File: config.mk
export PLATFORM = sky130hd
export DESIGN_NAME = mem_byte_loader
export DESIGN_NICKNAME = d
export VERILOG_FILES = /design/src/rtl/mem_byte_loader.sv
export SDC_FILE = /design/constraint.sdc
export NUM_CORES = 1
export LEC_CHECK = 0
export CAP_MARGIN = 20
export CORE_MARGIN = 2
export CORE_UTILIZATION = 43
export CTS_CLUSTER_SIZE = 16
export DETAILED_ROUTE_END_ITERATION = 10
export PLACE_DENSITY = 0.78
export SYNTH_ARGS = -nofsm -noshare
export SYNTH_HDL_FRONTEND = slang
export SYNTH_SLANG_ARGS = --single-unit
export TNS_END_PERCENT = 100
File: constraint.sdc
create_clock -name clk -period 3.15 [get_ports clk]
set_input_delay 0.63 -clock clk [delete_from_list [all_inputs] [get_ports clk]]
set_output_delay 0.63 -clock clk [all_outputs]
set_load 0.1 [all_outputs]
File: src/rtl/mem_byte_loader.sv
// mem_byte_loader
//   Turns a byte stream of header/data bytes into 16-bit word writes to, and
//   word reads from, an 8-entry x 16-bit memory. Read words come back as two
//   bytes, low byte first.
//
//   Header byte: bit7 = 1 write / 0 read, bits[2:0] = start word address.
//   Write command: header, low data byte, high data byte, then one write cycle.
//   Read command:  header, one wait cycle, then the low byte and the high byte.
//
//   Optional feature, enabled by defining BURST_AUTOINC_EN:
//     header bit6 = 1 selects a burst of (bits[5:3] + 1) words. The address
//     increments modulo 8 after every word. Without the macro, bits[6:3] are
//     ignored and every command moves exactly one word.
//
// Ports
//   clk        in   clock, rising edge
//   rst_n      in   asynchronous active-low reset
//   in_valid   in   upstream byte available
//   in_byte    in   upstream header/data byte
//   in_ready   out  loader can take a byte (IDLE, GET_LO, GET_HI)
//   mem_addr   out  word address to memory
//   mem_wdata  out  write data to memory
//   mem_we     out  write strobe, high for the single WRITE cycle
//   mem_rdata  in   memory read data
//   out_valid  out  read byte available downstream
//   out_byte   out  read byte (0 when out_valid is low)
//   out_ready  in   downstream accepts the byte
module mem_byte_loader (
  input  logic        clk,
  input  logic        rst_n,
  input  logic        in_valid,
  input  logic [7:0]  in_byte,
  output logic        in_ready,
  output logic [2:0]  mem_addr,
  output logic [15:0] mem_wdata,
  output logic        mem_we,
  input  logic [15:0] mem_rdata,
  output logic        out_valid,
  output logic [7:0]  out_byte,
  input  logic        out_ready
);

  typedef enum logic [2:0] {
    IDLE    = 3'd0,
    GET_LO  = 3'd1,
    GET_HI  = 3'd2,
    WRITE   = 3'd3,
    RD_WAIT = 3'd4,
    SEND_LO = 3'd5,
    SEND_HI = 3'd6
  } state_t;

  state_t      state_q;
  state_t      state_d;
  logic [15:0] rdata_q;
  logic        in_acc;
  logic        out_acc;
  logic        more;

  assign in_acc  = in_valid & in_ready;
  assign out_acc = out_valid & out_ready;

`ifdef BURST_AUTOINC_EN
  logic       burst_q;
  logic [2:0] cnt_q;

  // cnt_q holds the number of words still to move after the current one.
  assign more = burst_q & (cnt_q != 3'd0);
`else
  logic unused_hdr_bits;

  assign more            = 1'b0;
  assign unused_hdr_bits = ^in_byte[6:3];
`endif

  // Decoded outputs: all follow the state register directly, so reset forces
  // them at once without waiting for a clock edge.
  assign in_ready  = (state_q == IDLE) | (state_q == GET_LO) | (state_q == GET_HI);
  assign mem_we    = (state_q == WRITE);
  assign out_valid = (state_q == SEND_LO) | (state_q == SEND_HI);

  always_comb begin
    out_byte = 8'h00;
    if (state_q == SEND_LO) out_byte = rdata_q[7:0];
    else if (state_q == SEND_HI) out_byte = rdata_q[15:8];
  end

  always_comb begin
    state_d = state_q;
    case (state_q)
      IDLE:    if (in_acc) state_d = in_byte[7] ? GET_LO : RD_WAIT;
      GET_LO:  if (in_acc) state_d = GET_HI;
      GET_HI:  if (in_acc) state_d = WRITE;
      WRITE:   state_d = more ? GET_LO : IDLE;
      RD_WAIT: state_d = SEND_LO;
      SEND_LO: if (out_acc) state_d = SEND_HI;
      SEND_HI: if (out_acc) state_d = more ? RD_WAIT : IDLE;
      default: state_d = IDLE;
    endcase
  end

  // Control and the memory-facing registers. Reset discards any partial
  // command, so a half-received write can never reach the memory.
  always_ff @(posedge clk or negedge rst_n) begin
    if (!rst_n) begin
      state_q   <= IDLE;
      mem_addr  <= 3'd0;
      mem_wdata <= 16'h0000;
`ifdef BURST_AUTOINC_EN
      burst_q   <= 1'b0;
      cnt_q     <= 3'd0;
`endif
    end else begin
      state_q <= state_d;
      case (state_q)
        IDLE: if (in_acc) begin
          mem_addr <= in_byte[2:0];
`ifdef BURST_AUTOINC_EN
          burst_q  <= in_byte[6];
          cnt_q    <= in_byte[6] ? in_byte[5:3] : 3'd0;
`endif
        end
        GET_LO: if (in_acc) mem_wdata[7:0]  <= in_byte;
        GET_HI: if (in_acc) mem_wdata[15:8] <= in_byte;
        default: ;
      endcase
`ifdef BURST_AUTOINC_EN
      // Advance to the next word of a burst; 3-bit add wraps 7 to 0.
      if (more && ((state_q == WRITE) || ((state_q == SEND_HI) && out_acc))) begin
        mem_addr <= mem_addr + 3'd1;
        cnt_q    <= cnt_q - 3'd1;
      end
`endif
    end
  end

  // Read data capture at the end of the single RD_WAIT cycle; only ever
  // observed in SEND_LO/SEND_HI, so it needs no reset.
  always_ff @(posedge clk) begin
    if (state_q == RD_WAIT) rdata_q <= mem_rdata;
  end

endmodule

After elaboration in Yosys (flattened, before gate mapping)
Index checks and enable logic that the tools add are counted.
Widths: inputs -> output; s select.
- register bits after elaboration: 38
- bits of input ports: 28
- output and inout port bits: 30
- word-level logic and storage cells: 35
- equal/unequal tests: 11
- multiplexer cells: 9
- bitwise operators: 5
- reduce and logical (&&, ||, !) cells: 5
- operators by type and width (cell ; number):
    $mux 3 ; 6
    $pmux 3 s6 ; 1
    $mux 8 ; 2
    $ne 2x2->1 const B ; 5
    $eq 3x3->1 const B ; 3
    $eq 3x2->1 const B ; 2
    $reduce_and 2->1 ; 3
    $reduce_and 5->1 ; 1
    $eq 3x1->1 const B ; 1
    $logic_not 3->1 ; 1
    $or 1x1->1 ; 3
    $and 1x1->1 ; 2

Longest topological paths before layout
- depth in word-level cells: 6
- gate-level depth with buffers: 5

Worst setup path before layout
Ideal clock, no wire load.
- path type: reg-to-output
- start: register state_q[1]
- end: output out_byte[0]
- data arrival time: 2.261 ns
- setup slack: 0.259 ns
- stages on the path, launching flop included: 5
- path buffers: 1
- cell sequence: dfrtp_1 -> and2b_1 -> clkbuf_1 -> a22oi_1 -> nor2b_1
- word-level cells in the longest chain between the ends: 3
- elaborated cells on any way between the ends: 4
- classes of those cells: eq/ne (2); mux (2)
- RTL lines (element ; RTL line ; source):
    from (decl) ; 53 ; state_t state_q;
    from (signal assigned) ; 114 ; state_q <= state_d;
    $eq 3x3->1 ; 85 ; else if (state_q == SEND_HI) out_byte = rdata_q[15:8];
    $mux 8 ; 85 ;
    $mux 8 (*) ; 84 ; if (state_q == SEND_LO) out_byte = rdata_q[7:0];
    to (decl) ; 39 ; output logic [7:0] out_byte,
Mark *: on every way between the ends. The rest lies on a longest branch, timed or not.

Final worst setup path
- start: register state_q[1]
- end: output out_byte[7]
The elaborated chain is that of the path after synthesis.

==> reports/metrics.cfg <==
[clock_tree]
cts_sinks = 38
cts_resized = 0
post_cts_buffers = 0
cts_hold_buffers = 0
htreeDepth = 2
tritoncts = yes
cts_buffers = 5
clockBufferDepth = 2
root_buffer = clkbuf_4
clock_latency_ns = 0.33
clkTransAtPathRegs_ns = 0.11

[grt]
overflow = 0
grt_pass1_wl_um = 5130
grt_usage = 0.168
grt_max_degree = 23
grt_pass1_vias = 1039
antenna_found_initial = 0

[placed_design]
gp_congestion = 0.697
postPlaceCellArea_um2 = 2150
dp_hpwl_um = 2360
io_buffers = 57

[synth]
synth_area_um2 = 1540
syn_nets = 130
yosys.area.top_type = dfrtp_1
synth_area_leaders = dfrtp_1 (36%), edfxtp_1 (31%), mux2_2 (14%), a22oi_1 (3.9%), nor2b_1 (3.7%)
ys_types = 22
synth.top_cell.area_share = 0.357
syn_avg_cell_area_um2 = 15.1
ys_ff_latch = 38
async_reset_ff_frac = 0.579
synth_flop_cell = dfrtp_1
ys_seq_area_frac = 0.669
synth_warnings = 0
synth_most_common_cell = dfrtp_1
synth_edf_count = 16
postSynthCellCount = 102
synth_common_cells = dfrtp_1 (22), mux2_2 (19), edfxtp_1 (16), nor2b_1 (9), a22oi_1 (8)

[finish]
drive_above_1_share = 0.379
final_cell_area_um2 = 2200
area_growth_pct = 42.9
nets = 189
diodes = 0

[floorplanning]
die-area_um2 = 4080
ioPinCount = 58
die_y_um = 63.9
fp.dieW_um = 63.9
fp-row-count = 21
coreArea_um2 = 3390
start_util = 0.455

[sta]
grt_setup_unrepaired = no
finalSetupViolCount = 0
layout_min_cycle_time_ns = 2.73
hold-worst-slack_ns = 0.522
clock_skew_ns = 0.0147
period_share = 0.868
maxSlewHeadroom = 0.371
hold_viol_final = 0
drv_slew = 0
fmax_mhz = 366
worst_pin_slew_ns = 0.941
setup_tns_ns = 0

[critical_path]
critPathKind = reg2out
arrival_ns = 2.10
reg2reg_slack_ns = 1.11
ff2ff_path_depth = 3
crit_fanout = 11
cpPeakStageDelay_ns = 0.58
worstPathRequired_ns = 2.52
rr_endpoint = mem_wdata[5]$_DFFE_PN0P_
worstReg2RegStart = state_q[1]$_DFFE_PN0P_
crit_chain = nor2b_1 > a22oi_1 > nor2b_1 > buf_12
critical_path.most_common_cell = nor2b_1
worstSetupEndpointType = output port
start_kind = flip-flop
cp_slowest_cell = nor2b_1

[flow_run]
maxCapViolCount = 0

[worst_hold_path]
min_from = mem_wdata[14]$_DFFE_PN0P_
hp-class = reg2reg
hold_path_depth = 1
hold_end = mem_wdata[14]$_DFFE_PN0P_

[route]
drt-total-wl_um = 3160
wl_per_cell_um = 15.3
drc = 0
drt.antenna.violating_nets = 0
vias_per_cell = 4.98
vias = 1031
first_pass_iters = 4
dr.first_iter.drc_count = 44

[outcome]
status = finished clean

[logic make-up (layout without fill, tap and decap cells)]
group | after synthesis | in the layout | synth area share
AO/OA/AOI/OAI | 16 | 16 | 0.0747
buffers and inverters | 7 | 66 | 0.0203
flip-flops | 38 | 38 | 0.669
multiplexers | 19 | 19 | 0.139
AND/OR/NAND/NOR | 22 | 22 | 0.0974
[cells in the final DEF, fill, tap and decap left out, drive strengths merged, types with 3 or more instances in the layout]
cell	count
buf	31
clkdlybuf4s50	27
dfrtp	22
mux2	19
edfxtp	16
nor2b	9
a22oi	8
clkbuf	5
a21oi	3
nand2	3
nor2	3
nor3b	3
[worst max-delay path by stage]
stage	startpoint	endpoint	slack [ns]	cells after the start
global placement	state_q[1]$_DFFE_PN0P_	out_byte[7]	0.83	4
finish	state_q[1]$_DFFE_PN0P_	out_byte[7]	0.42	4
global route	state_q[1]$_DFFE_PN0P_	out_byte[1]	0.20	4
floorplan	state_q[1]$_DFFE_PN0P_	out_byte[0]	0.26	4
detailed placement	state_q[1]$_DFFE_PN0P_	out_byte[7]	0.79	4
CTS	state_q[1]$_DFFE_PN0P_	out_byte[7]	0.40	4
[area by class of cell]
cell class | instances | area, um2
Timing Repair Buffer | 58 | 578
Clock inverter | 2 | 10.0
Clock buffer | 5 | 37.5
Sequential cell | 38 | 1030
Fill cell | 267 | 1190
Tap cell | 46 | 57.6
Multi-Input combinational cell | 57 | 484
Inverter | 1 | 3.75
[critical path, delay by kind of cell, from the launching register on]
kind	cells	cell delay, ns
simple gates	2	0.82
compound gates	1	0.19
flops	1	0.55
buf+inv	1	0.21
[flip-flops by register name (all words and copies together), names as in the netlist]
name / cells
state_q: 3
mem_wdata: 16
mem_addr: 3
rdata_q: 16
[through the flow]
stage          std cells  setup slack (ns)  utilization
2_1_floorplan        102             0.259            -
3_3_place_gp         200             0.832        0.636
3_5_place_dp         200             0.787        0.636
4_1_cts              207             0.395        0.650
5_1_grt              207             0.200        0.650
6_report             207             0.417        0.650
[routing by layer]
metal  GRT usage  vias up  part of all wire
met5           0        -                 0
met1       0.213      506              0.41
met2       0.267       31              0.53
li1            -      490                 -
met3      0.0528        4             0.046
met4      0.0652        0             0.013
Power is not shown: default switching activity piles up to over one toggle a cycle in this logic, so the estimate is an artifact.
